==> config.mk <==
export PLATFORM = sky130hd
export DESIGN_NAME = usb_dev_rw_responder_flat
export DESIGN_NICKNAME = d
export VERILOG_FILES = /design/src/rtl/usb_dev_rw_responder_if.sv /design/src/rtl/usb_dev_rw_responder.sv /design/src/flat_wrapper.sv
export SDC_FILE = /design/constraint.sdc
export NUM_CORES = 1
export LEC_CHECK = 0
export ABC_AREA = 1
export CAP_MARGIN = 10
export CORE_UTILIZATION = 45
export CTS_CLUSTER_SIZE = 12
export DETAILED_ROUTE_END_ITERATION = 16
export PLACE_DENSITY = 0.86
export SYNTH_ARGS = -nofsm -noshare
export SYNTH_HDL_FRONTEND = slang
export SYNTH_SLANG_ARGS = --single-unit
==> constraint.sdc <==
create_clock -name clk -period 2.5 [get_ports clk]
set_input_delay 0.5 -clock clk [delete_from_list [all_inputs] [get_ports clk]]
set_output_delay 0.5 -clock clk [all_outputs]
set_load 0.03 [all_outputs]
==> src/rtl/usb_dev_rw_responder_if.sv <==
// ---------------------------------------------------------------------------
// usb_dev_rw_responder_if
//
// Groups the three buses that the read/write responder touches:
//   rx_*      decoded packet from the device packet decoder
//   tx_*      request to / completion from the device packet transmitter
//   mem_*     single-port access to the device-side 64-bit memory
//
// Modports:
//   master  environment side (decoder, transmitter, memory)
//   slave   responder side (usb_dev_rw_responder)
// ---------------------------------------------------------------------------
interface usb_dev_rw_responder_if;
    // receive side
    logic        rx_valid;
    logic [3:0]  rx_pid;
    logic [6:0]  rx_addr;
    logic [3:0]  rx_endp;
    logic [63:0] rx_data;
    logic        rx_crc_ok;

    // transmit side
    logic        tx_start;
    logic [3:0]  tx_pid;
    logic [63:0] tx_data;
    logic        tx_done;

    // memory side
    logic [15:0] mem_addr;
    logic        mem_rd_en;
    logic [63:0] mem_rdata;
    logic        mem_wr_en;
    logic [63:0] mem_wdata;

    modport master (
        output rx_valid, rx_pid, rx_addr, rx_endp, rx_data, rx_crc_ok,
        output tx_done, mem_rdata,
        input  tx_start, tx_pid, tx_data,
        input  mem_addr, mem_rd_en, mem_wr_en, mem_wdata
    );

    modport slave (
        input  rx_valid, rx_pid, rx_addr, rx_endp, rx_data, rx_crc_ok,
        input  tx_done, mem_rdata,
        output tx_start, tx_pid, tx_data,
        output mem_addr, mem_rd_en, mem_wr_en, mem_wdata
    );
endinterface

==> src/rtl/usb_dev_rw_responder.sv <==
// ---------------------------------------------------------------------------
// usb_dev_rw_responder
//
// Device-side responder for the page-addressed read/write protocol. An OUT
// token plus DATA0 loads a 16-bit page; the next token picks the operation:
// IN reads the memory word at that page and returns it in DATA0, OUT writes
// the following DATA0 payload to that page.
//
// Ports:
//   clk         clock
//   rst_b       asynchronous active-low reset
//   bus         rx / tx / mem buses (slave modport)
//   xfer_done   one-cycle pulse when a read or write completes
//   xfer_write  qualifies xfer_done: 1 = write, 0 = read
//   busy        high whenever a sequence is in progress
// ---------------------------------------------------------------------------
module usb_dev_rw_responder #(
    parameter logic [6:0] DEV_ADDR = 7'd5,
    parameter logic [3:0] ENDP     = 4'd4,
    parameter int         TIMEOUT  = 255
) (
    input  logic                  clk,
    input  logic                  rst_b,
    usb_dev_rw_responder_if.slave bus,
    output logic                  xfer_done,
    output logic                  xfer_write,
    output logic                  busy
);

    localparam logic [3:0] PID_OUT   = 4'b0001;
    localparam logic [3:0] PID_IN    = 4'b1001;
    localparam logic [3:0] PID_DATA0 = 4'b0011;
    localparam logic [3:0] PID_ACK   = 4'b0010;

    localparam int             TW         = $clog2(TIMEOUT + 1);
    localparam logic [TW-1:0]  TIMER_LAST = TW'(TIMEOUT - 1);

    typedef enum logic [2:0] {
        IDLE,
        CMD_DATA,
        PAGE_WAIT,
        WR_DATA,
        RD_FETCH,
        RD_TX,
        RD_ACK,
        ACK_TX
    } state_t;

    state_t        state_reg, state_next;
    logic [15:0]   page_reg, page_next;
    logic          tx_start_reg, tx_start_next;
    logic [3:0]    tx_pid_reg, tx_pid_next;
    logic [63:0]   tx_data_reg, tx_data_next;
    logic          rd_capture_reg, rd_capture_next;
    logic          mem_rd_en_reg, mem_rd_en_next;
    logic          mem_wr_en_reg, mem_wr_en_next;
    logic [63:0]   mem_wdata_reg, mem_wdata_next;
    logic          xfer_done_reg, xfer_done_next;
    logic          xfer_write_reg, xfer_write_next;
    logic          ret_idle_reg, ret_idle_next;   // ACK_TX returns to IDLE (write done) vs PAGE_WAIT
    logic [TW-1:0] timer_reg, timer_next;

    // Packet classification
    logic token_match;
    logic out_tok;
    logic in_tok;
    logic good_data;
    logic host_ack;

    always_comb begin
        token_match = bus.rx_valid && bus.rx_crc_ok &&
                      (bus.rx_addr == DEV_ADDR) && (bus.rx_endp == ENDP);
        out_tok     = token_match && (bus.rx_pid == PID_OUT);
        in_tok      = token_match && (bus.rx_pid == PID_IN);
        good_data   = bus.rx_valid && bus.rx_crc_ok && (bus.rx_pid == PID_DATA0);
        host_ack    = bus.rx_valid && bus.rx_crc_ok && (bus.rx_pid == PID_ACK);
    end

    // Next-state and output logic
    logic timer_run;
    logic accepted;

    always_comb begin
        state_next      = state_reg;
        page_next       = page_reg;
        tx_start_next   = 1'b0;
        tx_pid_next     = tx_pid_reg;
        // The read word is only valid on mem_rdata for one cycle; latch it
        // so tx_data stays stable for the rest of the transmit and retries.
        tx_data_next    = rd_capture_reg ? bus.mem_rdata : tx_data_reg;
        rd_capture_next = 1'b0;
        mem_rd_en_next  = 1'b0;
        mem_wr_en_next  = 1'b0;
        mem_wdata_next  = mem_wdata_reg;
        xfer_done_next  = 1'b0;
        xfer_write_next = 1'b0;
        ret_idle_next   = ret_idle_reg;
        timer_run       = 1'b0;
        accepted        = 1'b0;

        case (state_reg)
            IDLE: begin
                if (out_tok) begin
                    state_next = CMD_DATA;
                end
            end

            CMD_DATA: begin
                timer_run = 1'b1;
                if (good_data) begin
                    accepted      = 1'b1;
                    page_next     = bus.rx_data[15:0];
                    tx_start_next = 1'b1;
                    tx_pid_next   = PID_ACK;
                    ret_idle_next = 1'b0;
                    state_next    = ACK_TX;
                end else if (out_tok) begin
                    accepted = 1'b1;           // host retry of the command token
                end
            end

            PAGE_WAIT: begin
                timer_run = 1'b1;
                if (in_tok) begin
                    accepted       = 1'b1;
                    mem_rd_en_next = 1'b1;
                    state_next     = RD_FETCH;
                end else if (out_tok) begin
                    accepted   = 1'b1;
                    state_next = WR_DATA;
                end
            end

            WR_DATA: begin
                timer_run = 1'b1;
                if (good_data) begin
                    accepted       = 1'b1;
                    mem_wr_en_next = 1'b1;
                    mem_wdata_next = bus.rx_data;
                    tx_start_next  = 1'b1;
                    tx_pid_next    = PID_ACK;
                    ret_idle_next  = 1'b1;
                    state_next     = ACK_TX;
                end else if (out_tok) begin
                    accepted = 1'b1;
                end
            end

            RD_FETCH: begin
                // mem_rdata lands next cycle, alongside tx_start
                tx_start_next   = 1'b1;
                tx_pid_next     = PID_DATA0;
                rd_capture_next = 1'b1;
                state_next      = RD_TX;
            end

            RD_TX: begin
                if (bus.tx_done) begin
                    state_next = RD_ACK;
                end
            end

            RD_ACK: begin
                timer_run = 1'b1;
                if (host_ack) begin
                    accepted       = 1'b1;
                    xfer_done_next = 1'b1;
                    state_next     = IDLE;
                end else if (in_tok) begin
                    // Host missed our DATA0: resend the held word, no new read
                    accepted      = 1'b1;
                    tx_start_next = 1'b1;
                    tx_pid_next   = PID_DATA0;
                    state_next    = RD_TX;
                end
            end

            ACK_TX: begin
                if (bus.tx_done) begin
                    if (ret_idle_reg) begin
                        xfer_done_next  = 1'b1;
                        xfer_write_next = 1'b1;
                        state_next      = IDLE;
                    end else begin
                        state_next = PAGE_WAIT;
                    end
                end
            end

            default: begin
                state_next = IDLE;
            end
        endcase

        // Idle-cycle watchdog for the wait states
        if (timer_run && !accepted && (timer_reg == TIMER_LAST)) begin
            state_next = IDLE;
        end

        // Clear on any state change or accepted packet; outside the wait
        // states (transmit pending) the count simply holds.
        if ((state_next != state_reg) || accepted) begin
            timer_next = '0;
        end else if (timer_run) begin
            timer_next = timer_reg + TW'(1);
        end else begin
            timer_next = timer_reg;
        end
    end

    always_ff @(posedge clk or negedge rst_b) begin
        if (!rst_b) begin
            state_reg      <= IDLE;
            page_reg       <= '0;
            tx_start_reg   <= 1'b0;
            tx_pid_reg     <= '0;
            tx_data_reg    <= '0;
            rd_capture_reg <= 1'b0;
            mem_rd_en_reg  <= 1'b0;
            mem_wr_en_reg  <= 1'b0;
            mem_wdata_reg  <= '0;
            xfer_done_reg  <= 1'b0;
            xfer_write_reg <= 1'b0;
            ret_idle_reg   <= 1'b0;
            timer_reg      <= '0;
        end else begin
            state_reg      <= state_next;
            page_reg       <= page_next;
            tx_start_reg   <= tx_start_next;
            tx_pid_reg     <= tx_pid_next;
            tx_data_reg    <= tx_data_next;
            rd_capture_reg <= rd_capture_next;
            mem_rd_en_reg  <= mem_rd_en_next;
            mem_wr_en_reg  <= mem_wr_en_next;
            mem_wdata_reg  <= mem_wdata_next;
            xfer_done_reg  <= xfer_done_next;
            xfer_write_reg <= xfer_write_next;
            ret_idle_reg   <= ret_idle_next;
            timer_reg      <= timer_next;
        end
    end

    // Outputs. In the first DATA0 cycle the word comes straight from the
    // memory read port so the read latency stays at two cycles.
    assign bus.tx_start  = tx_start_reg;
    assign bus.tx_pid    = tx_pid_reg;
    assign bus.tx_data   = rd_capture_reg ? bus.mem_rdata : tx_data_reg;
    assign bus.mem_addr  = page_reg;
    assign bus.mem_rd_en = mem_rd_en_reg;
    assign bus.mem_wr_en = mem_wr_en_reg;
    assign bus.mem_wdata = mem_wdata_reg;
    assign xfer_done     = xfer_done_reg;
    assign xfer_write    = xfer_write_reg;
    assign busy          = (state_reg != IDLE);

endmodule

==> src/flat_wrapper.sv <==
// flat-port wrapper written by rule: the top's interface ports become plain ports
module usb_dev_rw_responder_flat 
#(
    parameter logic [6:0] DEV_ADDR = 7'd5,
    parameter logic [3:0] ENDP     = 4'd4,
    parameter int         TIMEOUT  = 255
)
  (clk, rst_b, xfer_done, xfer_write, busy, bus_rx_valid, bus_rx_pid, bus_rx_addr, bus_rx_endp, bus_rx_data, bus_rx_crc_ok, bus_tx_done, bus_mem_rdata, bus_tx_start, bus_tx_pid, bus_tx_data, bus_mem_addr, bus_mem_rd_en, bus_mem_wr_en, bus_mem_wdata);
  usb_dev_rw_responder_if bus_i ();
  input  logic clk;
  input  logic rst_b;
  output logic xfer_done;
  output logic xfer_write;
  output logic busy;
  input wire logic [$bits(bus_i.rx_valid)-1:0] bus_rx_valid;
  input wire logic [$bits(bus_i.rx_pid)-1:0] bus_rx_pid;
  input wire logic [$bits(bus_i.rx_addr)-1:0] bus_rx_addr;
  input wire logic [$bits(bus_i.rx_endp)-1:0] bus_rx_endp;
  input wire logic [$bits(bus_i.rx_data)-1:0] bus_rx_data;
  input wire logic [$bits(bus_i.rx_crc_ok)-1:0] bus_rx_crc_ok;
  input wire logic [$bits(bus_i.tx_done)-1:0] bus_tx_done;
  input wire logic [$bits(bus_i.mem_rdata)-1:0] bus_mem_rdata;
  output wire logic [$bits(bus_i.tx_start)-1:0] bus_tx_start;
  output wire logic [$bits(bus_i.tx_pid)-1:0] bus_tx_pid;
  output wire logic [$bits(bus_i.tx_data)-1:0] bus_tx_data;
  output wire logic [$bits(bus_i.mem_addr)-1:0] bus_mem_addr;
  output wire logic [$bits(bus_i.mem_rd_en)-1:0] bus_mem_rd_en;
  output wire logic [$bits(bus_i.mem_wr_en)-1:0] bus_mem_wr_en;
  output wire logic [$bits(bus_i.mem_wdata)-1:0] bus_mem_wdata;
  assign bus_i.rx_valid = bus_rx_valid;
  assign bus_i.rx_pid = bus_rx_pid;
  assign bus_i.rx_addr = bus_rx_addr;
  assign bus_i.rx_endp = bus_rx_endp;
  assign bus_i.rx_data = bus_rx_data;
  assign bus_i.rx_crc_ok = bus_rx_crc_ok;
  assign bus_i.tx_done = bus_tx_done;
  assign bus_i.mem_rdata = bus_mem_rdata;
  assign bus_tx_start = bus_i.tx_start;
  assign bus_tx_pid = bus_i.tx_pid;
  assign bus_tx_data = bus_i.tx_data;
  assign bus_mem_addr = bus_i.mem_addr;
  assign bus_mem_rd_en = bus_i.mem_rd_en;
  assign bus_mem_wr_en = bus_i.mem_wr_en;
  assign bus_mem_wdata = bus_i.mem_wdata;
  usb_dev_rw_responder #(.DEV_ADDR(DEV_ADDR), .ENDP(ENDP), .TIMEOUT(TIMEOUT)) u_core (.clk(clk), .rst_b(rst_b), .bus(bus_i), .xfer_done(xfer_done), .xfer_write(xfer_write), .busy(busy));
endmodule
==> impl_metrics.yaml <==
layout:
  final_cell_mix: "233 x clkdlybuf4s50_1, 212 x nand2_1, 163 x dfrtp_1"
  layout_commonest_cell: "clkdlybuf4s50_1"
  layout.cells.non_filler: 1130
  diodes: 0
  syn_to_final_growth_pct: 57.0
  layout-drive-gt1-share_pct: 14.6
  nFillCells: 1024
  nets: 1083
  final-seq-area_sq_mm: 0.00411
  multiInputGateArea_sq_mm: 0.00230
worst_setup_path:
  crit_arrival_ps: 1890
  crit_chain: "buf_12 -> mux2_2 -> dlygate4sd2_1"
  critPathLaunchType: "flip-flop"
  slowest_delay_ps: 400
  worst_setup_path_end_kind: "primary output"
  path_class: "reg2out"
  cp_slowest_cell: "mux2_2"
  worstPathMaxFanout: 50
  crit_required_ps: 2000
clocking:
  clkLatencyLatePin_ps: 430
  clk_pin_slew_ps: 60
  clock_path_buffers: 2
  cts-hold-fix-buffers: 0
  cts_tree: "built"
  h-tree-depth: 4
  cts_sinks: 164
  cts-root-buf: "clkbuf_16"
  numCtsBuffers: 17
flow_run:
  max_cap_viol_count: 0
power:
  report.power.total_mw: 11.3
  peakVddDrop_uv: 440
  leakage_nw: 5.01
  p_per_area_mw_per_mm2: 1080
sta:
  relSlewSlack_pct: 61.5
  hold_viol_final: 0
  finalMaxSlewViolations: 0
  fin_tns_setup_ps: 0
  tightest_slew_ps: 578
  finalClockSkew_ps: 10.7
  fmax_mhz: 418
  post-route-period-util_pct: 95.8
  rsz0062_at_grt: "no"
  layout_min_cycle_time_ps: 2390
  final-setup-viol-count: 0
logic_synthesis:
  ys_seq_area_share_pct: 61.6
  yosys.area.top_type_share_pct: 61.6
  synth-seq-cells: 164
  synth_top_area_cell: "dfrtp_1"
  yosys-top-cells-area: "dfrtp_1 62%, nand2_1 12%, mux2_2 11%, o21ai_0 2.6%, inv_1 2.3%"
  synth_warnings: 0
  synth_cells: 630
  synth_cell_type_count: 32
  synth.avg_cell_area_sq_um: 10.6
  syn_area_sq_mm: 0.00666
grt:
  grt_remaining_overflow: 0
  grt_usage_pct: 25.4
  grt_max_degree: 59
  grt_pass1_wl_mm: 28.7
  grt_pass1_vias: 5690
  antenna_found_initial: 0
detailed_routing:
  first_pass_iters: 4
  wirelength_mm: 19.0
  post_drt_wl_per_cell_microns: 16.8
  ant_nets: 0
  drc: 0
  viasPerCell: 4.81
  vias: 5434
  drt_iter0_markers: 328
place:
  gp_routability_congestion: 0.874
  io_buffers: 299
  dp_cells: 1098
  dp_hpwl_mm: 13.4
floorplan:
  rows: 44
  start_util_pct: 46.0
  fp.dieW_microns: 124
  die-area_sq_mm: 0.0153
  coreArea_sq_mm: 0.0145
  num_io_pins: 302
  die_height_microns: 124
min_path:
  hp-class: "in2async"
run_status:
  status: "finished clean"
==> timing repair <==
action | in CTS | in global routing
setup buffers | 0 | 0
resized for setup | 65 | 0
endpoints found under the setup margin | 65 | 0
==> routing by layer <==
layer / up-vias / share of wire (%) / GRT usage [%] / wire length [microns]
li1: 2603 / - / - / -
met1: 2557 / 36 / 27.1 / 6940
met2: 230 / 51 / 44.5 / 9700
met3: 44 / 9.2 / 8.93 / 1750
met4: 0 / 3.4 / 12.3 / 648
met5: - / 0 / 0 / 0
==> worst paths after layout <==
path / start / end / slack [ps] / cells past startpoint
max in group asynchronous: rst_b / u_core.bus.mem_wdata[45]$_DFFE_PN0P_ / 1770 / 2
hold / removal: rst_b / u_core.bus.mem_wdata[63]$_DFFE_PN0P_ / 40 / 1
setup / recovery: u_core.rd_capture_reg$_DFF_PN0_ / bus_tx_data[46] / 110 / 3
min in group clk: u_core.bus.tx_pid[1]$_DFFE_PN0P_ / u_core.bus.tx_pid[1]$_DFFE_PN0P_ / 470 / 1
setup reg to reg: u_core.state_reg[0]$_DFF_PN0_ / u_core.timer_reg[2]$_DFFE_PN0P_ / 460 / 10
hold reg to reg: u_core.bus.tx_pid[1]$_DFFE_PN0P_ / u_core.bus.tx_pid[1]$_DFFE_PN0P_ / 470 / 1
==> worst max-delay path: cells and delay by family, from the launching register on <==
kind                   cells  cell delay, ps
buffers and inverters      2             650
muxes                      1             400
DFF                        1             390
==> area by class of cell <==
| class | instances | share of cell area, % |
|---|---|---|
| clock buffers | 19 | 4.33 |
| inverters | 43 | 1.54 |
| well taps | 184 | 2.20 |
| clock inverters | 13 | 1.61 |
| repair buffers | 310 | 29.1 |
| multi-input cells | 397 | 22.0 |
| flip-flops and latches | 164 | 39.2 |
==> where the power goes <==
part           switching (mW)  internal (mW)  leakage (nW)
combinational            3.00           1.83          2.56
clock                    1.09           1.64         0.293
sequential              0.325           3.40          2.15
==> kinds of logic after synthesis <==
logic type | share of synthesized area, %
AOI/OAI and AO/OA | 3.02
xor gates and xnor gates | 0.920
adders and majority gates | 0.375
buffers and inverters | 4.26
DFF | 61.6
muxes | 10.8
other | 0.0563
and+or+nand+nor | 19.0
==> metrics by stage <==
step | worst slack [ps] | hold slack [ps] | util (%) | instance area (sq um)
3_5_place_dp | 129 | 458 | 68.5 | 9920
2_1_floorplan | 594 | 204 | - | 6670
4_1_cts | 74.6 | 52.7 | 72.3 | 10500
5_1_grt | 45.5 | 71.9 | 72.3 | 10500
3_3_place_gp | 187 | 452 | 68.5 | 9920
6_report | 106 | 38.5 | 72.3 | 10500
==> synth_stat cells <==
cell type  number
nor2_8          1
buf_6           1
ha_1            2
nand2_4         1
xor2_1          5
inv_1          40
nand2_1       212
buf_2           2
nand3_1        12
nor2_1         24
inv_2           3
or2_2           1
mux2_2         64
conb_1          1
nor3_1          2
nand3b_1        2
and3_4          1
a21oi_1         2
nand3_4         1
xnor2_1         2
nand2_2         4
o22ai_1         2
nor3_2          9
nor2_2          2
clkbuf_1       21
buf_4           3
o21ai_0        34
nand4_1         7
dfrtp_1       164
nor2_4          3
nand4_4         1
o21ai_2         1
Power figures use the tool's default switching activity.
==> RTL change (config.mk and constraints unchanged) <==
`TIMEOUT` is set to 255 in 2 places; all go to 510.
--- a/src/rtl/usb_dev_rw_responder.sv
+++ b/src/rtl/usb_dev_rw_responder.sv
@@ -17,7 +17,7 @@
 module usb_dev_rw_responder #(
     parameter logic [6:0] DEV_ADDR = 7'd5,
     parameter logic [3:0] ENDP     = 4'd4,
-    parameter int         TIMEOUT  = 255
+    parameter int         TIMEOUT  = 510
 ) (
     input  logic                  clk,
     input  logic                  rst_b,
--- a/src/flat_wrapper.sv
+++ b/src/flat_wrapper.sv
@@ -3,7 +3,7 @@
 #(
     parameter logic [6:0] DEV_ADDR = 7'd5,
     parameter logic [3:0] ENDP     = 4'd4,
-    parameter int         TIMEOUT  = 255
+    parameter int         TIMEOUT  = 510
 )
   (clk, rst_b, xfer_done, xfer_write, busy, bus_rx_valid, bus_rx_pid, bus_rx_addr, bus_rx_endp, bus_rx_data, bus_rx_crc_ok, bus_tx_done, bus_mem_rdata, bus_tx_start, bus_tx_pid, bus_tx_data, bus_mem_addr, bus_mem_rd_en, bus_mem_wr_en, bus_mem_wdata);
   usb_dev_rw_responder_if bus_i ();
Check against the original RTL: same outputs for any inputs over 10 cycles, from zero or initial values and one cycle with rst_b low; that may be too few to reach the edited logic, so the function may still have changed.
==> RTL change against the unedited design <==
- cell area up 0.97%
- largest power group unchanged
- area after synthesis rose by 0.77%
- sequential cell count increased by 1
- critical path depth fell by 1
- largest cell class unchanged
- worst setup slack lost 48 ps
- global-route usage shrank 1.3 points
- total power rose by 5.9%
- wire length decreased by 3.2%
- sequential share of layout area is 0.14 points lower
- utilization grew 0.42 points
==> RTL change: results (changes against the unedited design) <==
register area share after synthesis 0.615 (-0.000978); clk buf depth 2 (unchanged); Clock transition at path regs 70 ps; MaxCap Viol Count 0 (unchanged); synth top area cells dfrtp_1 (61%), nand2_1 (12%), mux2_2 (11%); fill count 1,060 (+3.5%); Worst-Margin Slew 616 ps (+37.8 ps); buffer type at the clock tree root clkbuf_16; worst IR drop on VDD 0.000546 V (+24%); DP HPWL 13.5 mm (+0.96%); layout cell share with drive strength beyond 1 0.160 (+0.0144); global-route wire length before repair 27.6 mm (-4.0%); gpl congestion 0.846 (-3.3%); Critical R2R Launch u_core.state_reg[2]; via count of the routed design 5,470 (+0.66%); WP data arrival 1940 ps (+50 ps); most frequent cells after synthesis nand2_1 (213), dfrtp_1 (165), mux2_2 (64); Post-CTS Hold Buffers 0 (unchanged); initial antenna violation count 0 (unchanged); largest net degree at the start of global routing 67 (+14%); cts bufs inserted 17 (unchanged); Max FO, Critical Path 6 (-88%); worst skew pair latency 420 ps; status finished, final reports clean; Iter 0 DRT Violations 272 (-17%); async set-or-reset flop fraction in the synthesized netlist 1.00 (unchanged); number of nets in the layout 1,098 (+1.4%); Yosys cell types 30 (-6.3%); PortBufs 299 (unchanged); clock skew after layout 9.67 ps (-1.08 ps); H-Tree Depth 4 (unchanged); WL final 18.4 mm (-3.2%); HP Class input port to async pin; Leakage 5.08 nW (+1.4%); vias in the first global route 5,409 (-4.9%); Syn. warnings 0 (unchanged); Tot GR Track Use 0.241 (-0.0127); pre-CTS setup slack 84.0 ps (-45.4 ps)
## RTL change: worst paths after layout
kind | to | slack (ps) | depth (start not counted)
worst max-delay path | bus_tx_data[63] | 60 | 2
worst min-delay path | u_core.bus.mem_wdata[61] | 70 | 1
worst max register to register | u_core.timer_reg[3] | 480 | 9
worst min register to register | u_core.bus.mem_wdata[20] | 470 | 2
max in group asynchronous | u_core.bus.mem_wdata[51] | 1740 | 2
min in group clk | u_core.bus.mem_wdata[20] | 470 | 2
## RTL change: power by group
group          leakage (nW)  internal (mW)  total [mW]  switching [mW]
clock network         0.314           1.73        2.79            1.06
logic                  2.61           2.04        5.27            3.23
registers              2.16           3.51        3.89           0.375
## RTL change: cell type report
type | count | area [sq um] | share of cell area
multi-input combinational | 407 | 2310 | 0.218
clock inverter | 11 | 169 | 0.0160
tap | 184 | 230 | 0.0218
timing repair buffer | 310 | 3090 | 0.293
inverter | 47 | 176 | 0.0167
clock buffer | 21 | 460 | 0.0436
sequential | 165 | 4130 | 0.391
## RTL change: routing by layer
layer	up-vias	global-route usage	part of all wire
li1	2626	-	-
met1	2587	0.263	0.37
met2	223	0.431	0.51
met3	34	0.0801	0.091
met4	0	0.0938	0.023
met5	-	0	0
## RTL change: cells by family after synthesis
group / count (synthesis) / share of synthesized area
multiplexers: 64 / 0.107
XOR/XNOR: 8 / 0.0104
flip-flops: 165 / 0.615
AO/OA/AOI/OAI: 40 / 0.0315
adder cells (fa/ha/maj): 2 / 0.00373
other: 1 / 0.000558
AND/OR/NAND/NOR: 291 / 0.189
buffers and inverters: 73 / 0.0429
## RTL change: what timing repair did
item	4_1_cts	5_1_grt
setup buffers	0	0
endpoints found under the setup margin	55	0
gates resized for setup	55	0
## RTL change: per-stage QoR
step / utilization / instance area, sq um / cells
2_1_floorplan: - / 6720 / 645
5_1_grt: 0.727 / 10600 / 1145
3_3_place_gp: 0.688 / 10000 / 1113
6_report: 0.727 / 10600 / 1145
3_5_place_dp: 0.688 / 10000 / 1113
4_1_cts: 0.727 / 10600 / 1145
## RTL change: worst max-delay path, cell delays in order, from the launching register on
cell             delay, ps
dfrtp_2                510
mux2_2                 400
clkdlybuf4s50_1        610
